<file path="src/rtl/z80_break_controller.sv">
// Z80 breakpoint / single-step controller.
// Watches M1 fetches against four address slots and stalls the CPU via WAIT
// on a hit, a HALT command, or after one stepped fetch.
// Optional feature: define Z80_BRK_INSTR_COUNT_EN to build the fetch counter;
// otherwise instr_count is tied to zero.
module z80_break_controller (
    input  logic        clk_sys,
    input  logic        reset_n,
    input  logic        ce,
    input  logic        m1_n,
    input  logic [15:0] pc,
    input  logic        cmd_valid,
    input  logic [1:0]  cmd,
    input  logic        bp_we,
    input  logic [1:0]  bp_idx,
    input  logic [15:0] bp_addr,
    input  logic        bp_en,
    output logic        cpu_wait_n,
    output logic        halted,
    output logic        hit_valid,
    output logic [1:0]  hit_idx,
    output logic [15:0] hit_pc,
    output logic [31:0] instr_count
);

    localparam int unsigned PC_W  = 16;
    localparam int unsigned IDX_W = 2;
    localparam int unsigned SLOTS = 4;
    localparam int unsigned CNT_W = 32;

    localparam logic [1:0] CMD_RUN    = 2'd0;
    localparam logic [1:0] CMD_HALT   = 2'd1;
    localparam logic [1:0] CMD_STEP   = 2'd2;
    localparam logic [1:0] CMD_CLRHIT = 2'd3;

    typedef enum logic [1:0] {
        ST_RUN    = 2'd0,
        ST_HALTED = 2'd1,
        ST_STEP   = 2'd2
    } state_t;

    state_t             state;
    state_t             state_nxt;
    logic               hit_load;

    logic [PC_W-1:0]    slot_addr [SLOTS];
    logic [SLOTS-1:0]   slot_en;
    logic               m1_prev;

    logic               fe;
    logic               match;
    logic [IDX_W-1:0]   match_idx;
    logic               cmd_run;
    logic               cmd_halt;
    logic               cmd_step;
    logic               cmd_clr;

    logic               wait_n_nxt;
    logic               halted_nxt;
    logic               hit_valid_nxt;
    logic [IDX_W-1:0]   hit_idx_nxt;
    logic [PC_W-1:0]    hit_pc_nxt;

    // One fetch event per M1 cycle: falling M1 seen on an enabled CPU cycle
    assign fe       = ce && !m1_n && m1_prev;
    assign cmd_run  = cmd_valid && (cmd == CMD_RUN);
    assign cmd_halt = cmd_valid && (cmd == CMD_HALT);
    assign cmd_step = cmd_valid && (cmd == CMD_STEP);
    assign cmd_clr  = cmd_valid && (cmd == CMD_CLRHIT);

    // Lowest-numbered enabled slot whose address equals the current PC
    always_comb begin
        match     = 1'b0;
        match_idx = '0;
        for (int i = SLOTS - 1; i >= 0; i--) begin
            if (slot_en[i] && (slot_addr[i] == pc)) begin
                match     = 1'b1;
                match_idx = IDX_W'(i);
            end
        end
    end

    // State register
    always_ff @(posedge clk_sys) begin
        if (!reset_n) begin
            state <= ST_RUN;
        end else begin
            state <= state_nxt;
        end
    end

    // Next-state logic; a breakpoint hit always wins over a same-cycle command
    always_comb begin
        state_nxt = state;
        hit_load  = 1'b0;
        case (state)
            ST_RUN: begin
                if (fe && match) begin
                    state_nxt = ST_HALTED;
                    hit_load  = 1'b1;
                end else if (cmd_halt) begin
                    state_nxt = ST_HALTED;
                end
            end
            ST_HALTED: begin
                if (fe && match) begin
                    hit_load = 1'b1;
                end else if (cmd_run) begin
                    state_nxt = ST_RUN;
                end else if (cmd_step) begin
                    state_nxt = ST_STEP;
                end
            end
            ST_STEP: begin
                if (cmd_halt || fe) begin
                    state_nxt = ST_HALTED;
                end
            end
            default: begin
                state_nxt = ST_RUN;
            end
        endcase
    end

    // Next values of the registered outputs
    always_comb begin
        wait_n_nxt    = (state_nxt != ST_HALTED);
        halted_nxt    = (state_nxt == ST_HALTED);
        hit_valid_nxt = hit_valid;
        hit_idx_nxt   = hit_idx;
        hit_pc_nxt    = hit_pc;
        if (hit_load) begin
            hit_valid_nxt = 1'b1;
            hit_idx_nxt   = match_idx;
            hit_pc_nxt    = pc;
        end else if (cmd_clr) begin
            hit_valid_nxt = 1'b0;
        end
    end

    // Output registers
    always_ff @(posedge clk_sys) begin
        if (!reset_n) begin
            cpu_wait_n <= 1'b1;
            halted     <= 1'b0;
            hit_valid  <= 1'b0;
            hit_idx    <= '0;
            hit_pc     <= '0;
        end else begin
            cpu_wait_n <= wait_n_nxt;
            halted     <= halted_nxt;
            hit_valid  <= hit_valid_nxt;
            hit_idx    <= hit_idx_nxt;
            hit_pc     <= hit_pc_nxt;
        end
    end

    // Previous M1 level, tracked only on CPU-enabled cycles
    always_ff @(posedge clk_sys) begin
        if (!reset_n) begin
            m1_prev <= 1'b1;
        end else if (ce) begin
            m1_prev <= m1_n;
        end
    end

    // Breakpoint slots; a same-cycle fetch compares against the old contents
    always_ff @(posedge clk_sys) begin
        if (!reset_n) begin
            for (int i = 0; i < SLOTS; i++) begin
                slot_addr[i] <= '0;
            end
            slot_en <= '0;
        end else if (bp_we) begin
            slot_addr[bp_idx] <= bp_addr;
            slot_en[bp_idx]   <= bp_en;
        end
    end

`ifdef Z80_BRK_INSTR_COUNT_EN
    logic [CNT_W-1:0] instr_cnt_q;

    // Count fetches that are allowed to proceed; wraps naturally
    always_ff @(posedge clk_sys) begin
        if (!reset_n) begin
            instr_cnt_q <= '0;
        end else if (fe && (state_nxt != ST_HALTED)) begin
            instr_cnt_q <= instr_cnt_q + CNT_W'(1);
        end
    end

    assign instr_count = instr_cnt_q;
`else
    assign instr_count = CNT_W'(0);
`endif

endmodule

</file>
<file path="config.mk">
export PLATFORM = sky130hd
export DESIGN_NAME = z80_break_controller
export DESIGN_NICKNAME = d
export VERILOG_FILES = /design/src/rtl/z80_break_controller.sv
export SDC_FILE = /design/constraint.sdc
export NUM_CORES = 1
export LEC_CHECK = 0
export BUFFER_PORTS_ARGS = -buffer_cell sky130_fd_sc_hd__buf_2
export CORE_AREA = 2 2 106 98
export DETAILED_ROUTE_END_ITERATION = 8
export DIE_AREA = 0 0 108 100
export HOLD_SLACK_MARGIN = 0.1
export PLACE_DENSITY = 0.73
export SETUP_SLACK_MARGIN = 0.2
export SYNTH_ARGS = -nofsm -noshare
export SYNTH_HDL_FRONTEND = slang
export SYNTH_SLANG_ARGS = --single-unit
export TNS_END_PERCENT = 10
</file>
<file path="constraint.sdc">
create_clock -name clk_sys -period 6.75 [get_ports clk_sys]
set_input_delay 1.35 -clock clk_sys [delete_from_list [all_inputs] [get_ports clk_sys]]
set_output_delay 1.35 -clock clk_sys [all_outputs]
set_load 0.01 [all_outputs]
</file>
==> metrics.txt <==
status=complete, no violations; Die Span Y=100 µm; worst-case hold path end point=hit_pc[7]; Reg2Reg Setup Slack=4190 ps; crit path kind=input port to flop; post-synthesis register bit count=92; register area=2480 µm²; CTS Buf Count=9; I/O Pins=96; Worst VDD drop=just under 0.0001 V; Core Region=9850 µm²; clock tree root buffer cell=clkbuf_8; Final Core Density=51.9%; DP Worst Slack=3130 ps; H-tree depth=3; setup tns final=0 ps; initial DRC count=386; Tcrit/Tclk final=49.2%; CP max FO=16; fin crit period=3320 ps; critical path's slowest cell=a41oi_4; Die Wd=between 100 and 150 µm; RR Endpoint=hit_pc[0]; Post-synth EDFFs=64; Hold Crit Class=flop to flop; CTS sink cnt=between 90 and 100; worst hold slack=between 400 and 500 ps; Final ANT Viol Nets=0; unique cell type count in the Yosys netlist=44; Slew Limit Fails=0; Inst Count DP=620; synth warn=0; vias per cell=5.14; final hold vios=0; Worst Tran Pin Value=a little over 900 ps; CP Capture Type=flop; IO Port Bufs=63; vias in the first global route=3159; Leak Pwr=2.03 nW; WL final=11.1 mm; nets=between 500 and 600; post-synthesis sequential area ratio=between 50 and 60%; Synth Cell Area=4750 µm²; Post-synth top flop=edfxtp_1; Post-Syn Area per Cell=10.3 µm²; Synth-to-Final Area Change=7.67%; HP Start=hit_pc[7]; starting density of the core=48.2%; Synth async-reset ratio=0%; crit-path cells=buf_2 > xnor2_1 > nand4_1 > nor3_1 > nand4b_1 > a41oi_4 > mux2i_1; Setup Skew=between 10 and 15 ps; clock-pin slew on the worst setup and hold paths=90 ps; CP arrival=between 3000 and 4000 ps; Fillers=866; Post-Place Cell Area=4950 µm²; RD Place Congestion=1.01; global route total overflow=0; pwr/cell area=220 nW/µm²; fraction of layout cells with a size suffix above 1=16.4%; final cell count without fillers=roughly 640; CTS Buffer Depth=2; Rows=35; Startpoint Class=input port; Via Count=3267; initial antenna violation count=0; post-CTS sizing=0; path depth of the worst reg2reg path=6; final setup margin=3430 ps; # setup viols final=0; CTS tree=yes; clk_lat worst skew=360 ps; Worst Path Buf+Inv=1; Peak Freq=roughly 300 MHz; RSZ-0062 raised after global routing=no; Relative slew margins=a little under two fifths; post-DP HPWL=between 8 and 9 mm; DRT Pass-1 Iters=6; Top delay family on crit path=compound AO/OA/AOI/OAI gates; Syn Inst Count=460; # DRC=0; Multi-input gate area=1930 µm²; PnR Total Power=1.13 mW; Hold Path Stages=2; CP peak stage delay=approximately 780 ps; wire per inst=17.5 µm; FF-to-FF Start=slot_addr[2][1]; antenna cells=0; final instance area=5110 µm²; CP required=7020 ps; Hold-fix buffers, CTS=0; Max-cap violations=0; first-pass GRT wire length=around 17 mm; Total Routing Usage GR=20.9%; Die ar.=10800 µm²; Post-CTS Setup Inserts=0; pin count of the biggest net entering global routing=52
kinds of logic after synthesis:
kind of cell / Yosys count / share of synthesized area, %
buf+inv: 80 / 9.54
other cells: 1 / 0.0790
flops: 92 / 52.3
compound gates: 18 / 3.61
xor+xnor: 64 / 11.8
mux: 20 / 4.22
simple gates: 185 / 18.5
cells in the mapped netlist, types with 2 or more instances:
library cell / count / area share, %
a31oi_1: 2 / 0.26
a41oi_4: 2 / 1.2
and3_1: 2 / 0.26
buf_2: 5 / 0.53
buf_4: 32 / 5.1
buf_6: 2 / 0.47
clkbuf_1: 22 / 1.7
dfxtp_1: 28 / 12
edfxtp_1: 64 / 40
inv_1: 17 / 1.3
mux2i_1: 20 / 4.2
nand2_1: 63 / 5.0
nand2b_1: 4 / 0.53
nand3_1: 11 / 1.2
nand3b_1: 4 / 0.63
nand4_1: 10 / 1.3
nand4b_1: 4 / 0.74
nor2_1: 53 / 4.2
nor2b_1: 5 / 0.66
nor3_1: 4 / 0.42
nor3b_1: 2 / 0.32
nor4_1: 12 / 1.6
o211a_1: 3 / 0.63
o211ai_1: 2 / 0.32
or2_1: 2 / 0.26
or2_2: 4 / 0.53
or4_4: 2 / 0.47
xnor2_1: 31 / 5.7
xor2_1: 33 / 6.1
layout by cell type, fill, tap and decap left out, types with 2 or more instances in the layout:
cell type | Yosys | routed
nand4_1 | 10 | 10
or4_4 | 2 | 2
nand2b_1 | 4 | 4
or2_2 | 4 | 4
conb_1 | 1 | 32
mux2i_1 | 20 | 20
nor4_1 | 12 | 12
buf_2 | 5 | 63
nor3b_1 | 2 | 2
o211a_1 | 3 | 3
or2_1 | 2 | 2
nand3_1 | 11 | 11
and3_1 | 2 | 2
clkbuf_8 | 0 | 9
edfxtp_1 | 64 | 64
xor2_1 | 33 | 33
nand3b_1 | 4 | 4
dfxtp_1 | 28 | 28
xnor2_1 | 31 | 31
nor2b_1 | 5 | 5
nand2_1 | 63 | 63
clkinv_1 | 0 | 2
nor3_1 | 4 | 4
nor2_1 | 53 | 53
clkbuf_1 | 22 | 2
a31oi_1 | 2 | 2
a41oi_4 | 2 | 2
o211ai_1 | 2 | 2
inv_1 | 17 | 17
nand4b_1 | 4 | 4
worst min-delay path: stages (launching register included):
cell and delay, ps:
dfxtp_1 320, nand2_1 50, mux2i_1 50
sequential cells by signal (all words and copies together) (netlist names):
| signal | count |
|---|---|
| m1_prev | 1 |
| state | 2 |
| halted | 1 |
| hit_valid | 1 |
| cpu_wait_n | 1 |
| slot_addr | 64 |
| hit_pc | 16 |
| slot_en | 4 |
| hit_idx | 2 |
per-layer routing:
metal / up-vias / global-route usage (%) / share of wire, %
met2: 166 / 34.0 / 46
met1: 1517 / 28.2 / 44
li1: 1560 / - / -
met5: - / 0 / 0
met3: 24 / 3.70 / 7.8
met4: 0 / 7.69 / 2.2
layout make-up:
class,instances,share of cell area (%)
clock buffers,11,2.57
well taps,129,3.16
clock inverters,5,0.563
multi-input cells,319,37.7
flip-flops and latches,92,48.6
repair buffers,63,6.17
inverters,17,1.25
where the power goes:
part | total, mW | internal [mW] | switching (mW)
logic | 0.152 | 0.0496 | 0.103
registers | 0.654 | 0.637 | 0.0164
clock network | 0.320 | 0.132 | 0.188
worst max-delay path by stage:
stage | startpoint | endpoint | slack (ps) | cells after the start
final | pc[1] | hit_pc[0] | 3430 | 7
after global routing | pc[2] | hit_pc[0] | 3290 | 7
after CTS | pc[11] | hit_pc[0] | 3470 | 7
after detailed placement | pc[1] | hit_pc[0] | 3130 | 7
after global placement | pc[1] | hit_pc[3] | 3120 | 7
after floorplan | pc[2] | hit_pc[14] | 3540 | 8
Power figures use the tool's default switching activity.
